## src/rtl/mostrador_if.sv

```systemverilog
// Bus between the ALU side and the result display: ALU result/flags and capture button in,
// multiplexed 7-segment drive and capture strobe out.
interface mostrador_if;
    logic [7:0] resultado;
    logic       carry;
    logic       zero;
    logic       boton_res;
    logic [3:0] anodos;
    logic [6:0] segmentos;
    logic       capturado;

    modport master (
        output resultado, carry, zero, boton_res,
        input  anodos, segmentos, capturado
    );

    modport slave (
        input  resultado, carry, zero, boton_res,
        output anodos, segmentos, capturado
    );
endinterface

```

## src/rtl/mostrador.sv

```systemverilog
// Captures the ALU result on a debounced button press and shows it on a 4-digit,
// active-low multiplexed 7-segment display: result low/high nibble, carry, zero.
module mostrador #(
    parameter int DEB_CICLOS      = 500000,
    parameter int REFRESCO_CICLOS = 50000
) (
    input logic       clk,
    input logic       reset,
    mostrador_if.slave bus
);
    localparam int DEB_W = (DEB_CICLOS > 1) ? $clog2(DEB_CICLOS) : 1;
    localparam int REF_W = (REFRESCO_CICLOS > 1) ? $clog2(REFRESCO_CICLOS) : 1;

    typedef enum logic {VACIO, MOSTRANDO} estado_t;

    estado_t          estado, estado_d;
    logic             sync_0, sync_1;
    logic             estable;
    logic [DEB_W-1:0] cnt_deb;
    logic             sube;
    logic [REF_W-1:0] cnt_ref;
    logic [1:0]       indice;
    logic [7:0]       res_q;
    logic             carry_q, zero_q;
    logic             capturado_q;
    logic [3:0]       anodos_q, anodos_d;
    logic [6:0]       segmentos_q, segmentos_d;
    logic [3:0]       digito;

    function automatic logic [6:0] hex7(input logic [3:0] h);
        case (h)
            4'h0: hex7 = 7'b1000000;
            4'h1: hex7 = 7'b1111001;
            4'h2: hex7 = 7'b0100100;
            4'h3: hex7 = 7'b0110000;
            4'h4: hex7 = 7'b0011001;
            4'h5: hex7 = 7'b0010010;
            4'h6: hex7 = 7'b0000010;
            4'h7: hex7 = 7'b1111000;
            4'h8: hex7 = 7'b0000000;
            4'h9: hex7 = 7'b0010000;
            4'hA: hex7 = 7'b0001000;
            4'hB: hex7 = 7'b0000011;
            4'hC: hex7 = 7'b1000110;
            4'hD: hex7 = 7'b0100001;
            4'hE: hex7 = 7'b0000110;
            default: hex7 = 7'b0001110;
        endcase
    endfunction

    always_ff @(posedge clk) begin
        if (reset) begin
            sync_0  <= 1'b0;
            sync_1  <= 1'b0;
            estable <= 1'b0;
            cnt_deb <= '0;
        end else begin
            sync_0 <= bus.boton_res;
            sync_1 <= sync_0;
            if (sync_1 != estable) begin
                if (cnt_deb == DEB_W'(DEB_CICLOS - 1)) begin
                    estable <= sync_1;
                    cnt_deb <= '0;
                end else begin
                    cnt_deb <= cnt_deb + DEB_W'(1);
                end
            end else begin
                cnt_deb <= '0;
            end
        end
    end

    // Capture fires on the very edge where the stable level rises, so no extra edge-detect flop.
    assign sube = sync_1 && !estable && (cnt_deb == DEB_W'(DEB_CICLOS - 1));

    always_ff @(posedge clk) begin
        if (reset) begin
            res_q       <= 8'h00;
            carry_q     <= 1'b0;
            zero_q      <= 1'b0;
            capturado_q <= 1'b0;
        end else begin
            capturado_q <= sube;
            if (sube) begin
                res_q   <= bus.resultado;
                carry_q <= bus.carry;
                zero_q  <= bus.zero;
            end
        end
    end

    always_ff @(posedge clk) begin
        if (reset) begin
            estado <= VACIO;
        end else begin
            estado <= estado_d;
        end
    end

    always_comb begin
        estado_d = estado;
        case (estado)
            VACIO:     if (sube) estado_d = MOSTRANDO;
            MOSTRANDO: estado_d = MOSTRANDO;
            default:   estado_d = VACIO;
        endcase
    end

    // Multiplexing runs free once showing; a new capture does not restart it.
    always_ff @(posedge clk) begin
        if (reset) begin
            cnt_ref <= '0;
            indice  <= 2'd0;
        end else if (estado == MOSTRANDO) begin
            if (cnt_ref == REF_W'(REFRESCO_CICLOS - 1)) begin
                cnt_ref <= '0;
                indice  <= indice + 2'd1;
            end else begin
                cnt_ref <= cnt_ref + REF_W'(1);
            end
        end
    end

    always_comb begin
        anodos_d    = 4'b1111;
        segmentos_d = 7'b1111111;
        digito      = 4'h0;
        if (estado == MOSTRANDO) begin
            case (indice)
                2'd0: begin anodos_d = 4'b1110; digito = res_q[3:0];        end
                2'd1: begin anodos_d = 4'b1101; digito = res_q[7:4];        end
                2'd2: begin anodos_d = 4'b1011; digito = {3'b000, carry_q}; end
                default: begin anodos_d = 4'b0111; digito = {3'b000, zero_q}; end
            endcase
            segmentos_d = hex7(digito);
        end
    end

    always_ff @(posedge clk) begin
        if (reset) begin
            anodos_q    <= 4'b1111;
            segmentos_q <= 7'b1111111;
        end else begin
            anodos_q    <= anodos_d;
            segmentos_q <= segmentos_d;
        end
    end

    assign bus.anodos    = anodos_q;
    assign bus.segmentos = segmentos_q;
    assign bus.capturado = capturado_q;
endmodule
```

## src/flat_wrapper.sv

```systemverilog
// flat-port wrapper written by rule: the top's interface ports become plain ports
module mostrador_flat 
#(
    parameter int DEB_CICLOS      = 500000,
    parameter int REFRESCO_CICLOS = 50000
)
  (clk, reset, bus_resultado, bus_carry, bus_zero, bus_boton_res, bus_anodos, bus_segmentos, bus_capturado);
  mostrador_if bus_i ();
  input logic clk;
  input logic reset;
  input wire logic [$bits(bus_i.resultado)-1:0] bus_resultado;
  input wire logic [$bits(bus_i.carry)-1:0] bus_carry;
  input wire logic [$bits(bus_i.zero)-1:0] bus_zero;
  input wire logic [$bits(bus_i.boton_res)-1:0] bus_boton_res;
  output wire logic [$bits(bus_i.anodos)-1:0] bus_anodos;
  output wire logic [$bits(bus_i.segmentos)-1:0] bus_segmentos;
  output wire logic [$bits(bus_i.capturado)-1:0] bus_capturado;
  assign bus_i.resultado = bus_resultado;
  assign bus_i.carry = bus_carry;
  assign bus_i.zero = bus_zero;
  assign bus_i.boton_res = bus_boton_res;
  assign bus_anodos = bus_i.anodos;
  assign bus_segmentos = bus_i.segmentos;
  assign bus_capturado = bus_i.capturado;
  mostrador #(.DEB_CICLOS(DEB_CICLOS), .REFRESCO_CICLOS(REFRESCO_CICLOS)) u_core (.clk(clk), .reset(reset), .bus(bus_i));
endmodule
```

## config.mk

```make
export PLATFORM = sky130hd
export DESIGN_NAME = mostrador_flat
export DESIGN_NICKNAME = d
export VERILOG_FILES = /design/src/rtl/mostrador_if.sv /design/src/rtl/mostrador.sv /design/src/flat_wrapper.sv
export SDC_FILE = /design/constraint.sdc
export NUM_CORES = 1
export LEC_CHECK = 0
export ABC_AREA = 1
export CORE_ASPECT_RATIO = 1.4
export CORE_MARGIN = 1
export CORE_UTILIZATION = 50
export CTS_BUF_LIST = sky130_fd_sc_hd__clkbuf_8
export DETAILED_ROUTE_END_ITERATION = 8
export GPL_ROUTABILITY_DRIVEN = 0
export PLACE_DENSITY = 0.76
export SETUP_SLACK_MARGIN = 0.15
export SYNTH_ARGS = -nofsm -noshare
export SYNTH_HDL_FRONTEND = slang
export SYNTH_SLANG_ARGS = --single-unit
```

## constraint.sdc

```tcl
create_clock -name clk -period 3.2 [get_ports clk]
set_clock_uncertainty 0.15 [all_clocks]
set_input_delay 0.32 -clock clk [delete_from_list [all_inputs] [get_ports clk]]
set_output_delay 0.32 -clock clk [all_outputs]
set_load 0.02 [all_outputs]
```

==> metrics <==
post-CTS resize count 0; CTS tree yes; Seq pwr share 0.528; fin worst setup slack approximately 1100 ps; via density per instance just under 5; setup TNS 0 ps; Warnings, synthesis 0; cell count after synthesis roughly 490; GRT Overall Usage 0.208; Post-CTS Hold Buffers 0; Seq/Total Area, Yosys 0.390; Slowest-stage cell, CP dfxtp_1; Synth Register Bits 63; height of the chip 97.2 um; pre-CTS setup slack approximately 1100 ps; Fmax 0.467 GHz; Die Width 70.0 um; via count ~3000; initial antenna violation count 0; residual DRC count 0; max_cap viols 0; die area 6800 um^2; worst skew pair latency 340 ps; Reg clk slew, reported paths about 70 ps; synth top area cells dfxtp_1 (39%), nand2_1 (15%), nor2_1 (9.6%), inv_1 (8.6%), ha_1 (5.0%); Setup Viol. Count Final 0; Worst Max-Slew Pin Slew 668 ps; clk sinks 63; Area growth syn-to-layout 14.5%; FF-to-FF Start u_core.indice[0]$_SDFFE_PP0P_; CP Capture Type register; critical path class register to register; reg2reg end u_core.bus.segmentos[3]$_SDFF_PP1_; Post-Route WL 6530 um; core area 6210 um^2; Final Max Tran Viols 0; first-pass GRT wire length 11500 um; Synth Cell Area 3230 um^2; arrival time worst endpoint 2260 ps; Tcrit/Tclk final 0.669; Initial DRC Count about 170; Leak 0.00153 uW; Slew Limit Headroom 0.555; internal reg-to-reg setup slack 1060 ps; iteration count of the initial detailed-routing pass 4; CP Launch Point u_core.indice[0]$_SDFFE_PP0P_; cell internal pwr 1160 uW; drt wl/cell 11.1 um; Switching Share 0.223; Layout Nets between 500 and 600; top cell type by total area after synthesis dfxtp_1; pwr dens 402 nW/um^2; Worst Path Required 3320 ps; I/O Buffers 24; post-synth top area share 0.390; hold path endpoint u_core.sync_1$_SDFF_PP0_; Root Buffer clkbuf_8; DRT antenna net count 0; Max Fanout on Critical Path 5; Min Clock Period, post-route 2140 ps; layout cell share with drive strength beyond 1 0.0637; RSZ-0062 raised after global routing no; critical path launch point type register; number of I/O pins 25; maximum vdd drop 0.000267 V; hold path start u_core.sync_0$_SDFF_PP0_; GRT overflow 0; status finished, final reports clean; Synth cell types 32; pin count of the biggest net entering global routing 22; maximum clock path buffer count 2; n_diodes 0; Starting Density 0.521; Slowest Stage Delay on Critical Path around 400 ps; hpwl dp 4920 um; number of global-route vias before repair 2818; hold crit path type register to register; number of cell rows 34; Comb pwr share 0.026; worst hold stages 2; worst path cell trace ha_1, nand2_1, nand2_1, nor2_1, nor2_1, inv_1, ha_1, o21ai_0, nand2_1, nand3_1; Psw approximately 330 uW; Total Power 1490 uW; H-tree depth 3; Top cell by count, worst path nand2_1; worst reg2reg path depth 10; mean post-synth cell area 6.67 um^2; Num CTS Buffers 9; Post-CTS Setup Inserts 0; clock network power share 0.446; final hold violations 0; syn_nets 511
==> worst max-delay path, delay by kind of cell (launching register included) <==
kind	cells	cell delay [ps]
fa+ha+maj	2	630
simple gates	6	600
buf+inv	1	150
compound gates	1	170
flops	1	400
==> Yosys cell counts (all sizes together) <==
| master | n |
|---|---|
| clkinv | 1 |
| clkbuf | 1 |
| nand3 | 24 |
| inv | 75 |
| ha | 13 |
| a21oi | 25 |
| nor3 | 15 |
| o21ai | 12 |
| nand3b | 2 |
| nand2 | 132 |
| nor2 | 88 |
| xnor2 | 2 |
| o22ai | 1 |
| a31oi | 1 |
| or2 | 2 |
| nand4 | 14 |
| buf | 7 |
| o211ai | 1 |
| dfxtp | 63 |
| xor2 | 6 |
==> metal layers <==
layer | up-vias | GRT usage | share of wire | wire length [um]
li1 | 1563 | - | - | -
met1 | 1295 | 0.223 | 0.42 | 2730
met2 | 52 | 0.377 | 0.52 | 3420
met3 | 13 | 0.0394 | 0.035 | 229
met4 | 0 | 0.114 | 0.022 | 146
met5 | - | 0 | 0 | 0
==> layout by cell type, fill, tap and decap left out, drive strengths merged <==
cell type and instances:
nor2 88, clkbuf 9, o211ai 1, clkinvlp 1, or2 2, dfxtp 63
xnor2 2, nand3 24, xor2 6, bufinv 1, o21ai 12, a21oi 25
ha 13, nand4 14, nand3b 2, clkinv 5, nor3 15, nand2 132
a31oi 1, clkdlybuf4s50 24, o22ai 1, buf 1, inv 76
==> registers in the layout, summed over array words and instances (netlist names) <==
signal / cells
u_core.cnt_deb: 19
u_core.cnt_ref: 16
u_core.res_q: 8
u_core.bus.segmentos: 7
u_core.bus.anodos: 4
u_core.indice: 2
u_core.bus.capturado: 1
u_core.carry_q: 1
u_core.estable: 1
u_core.estado: 1
u_core.sync_0: 1
u_core.sync_1: 1
u_core.zero_q: 1
==> per-stage QoR <==
step	instance area, um^2	util	hold WS, ps	cells
after floorplan	3230	-	238	485
after global placement	3510	0.566	246	574
after detailed placement	3510	0.566	255	574
after CTS	3700	0.596	274	590
after global routing	3700	0.596	298	590
final	3700	0.596	269	590
==> power by group through the flow <==
stage / combinational, uW / clock [uW] / sequential [uW]
floorplan: 21.4 / 0 / 804
global placement: 38.5 / 0 / 804
detailed placement: 39.1 / 0 / 804
CTS: 39.5 / 675 / 786
global route: 43.7 / 721 / 786
finish: 39.3 / 664 / 786
==> worst max-delay path by stage <==
stage	end	slack (ps)	depth (start not counted)
after CTS	u_core.bus.segmentos[3]$_SDFF_PP1_	1050	11
after floorplan	u_core.bus.segmentos[1]$_SDFF_PP1_	1360	12
final	u_core.bus.segmentos[3]$_SDFF_PP1_	1060	10
after detailed placement	u_core.bus.segmentos[1]$_SDFF_PP1_	1050	12
after global placement	u_core.bus.segmentos[1]$_SDFF_PP1_	1100	12
after global routing	u_core.bus.segmentos[1]$_SDFF_PP1_	790	12
==> cells by family after synthesis <==
group	Yosys count	share of synthesized area
and+or+nand+nor	277	0.364
xor gates and xnor gates	8	0.0217
adders and majority gates	13	0.0503
buffers and inverters	84	0.106
DFF	63	0.390
AOI/OAI and AO/OA	40	0.0681
==> area by class of cell <==
class                      instances  area, um^2
inverter                          76         287
fill                             585        2510
clock buffer                       9         124
clock inverter                     7        65.1
sequential                        63        1260
timing repair buffer              25         248
multi-input combinational        338        1630
tap                               72        90.1
Power figures use the tool's default switching activity.
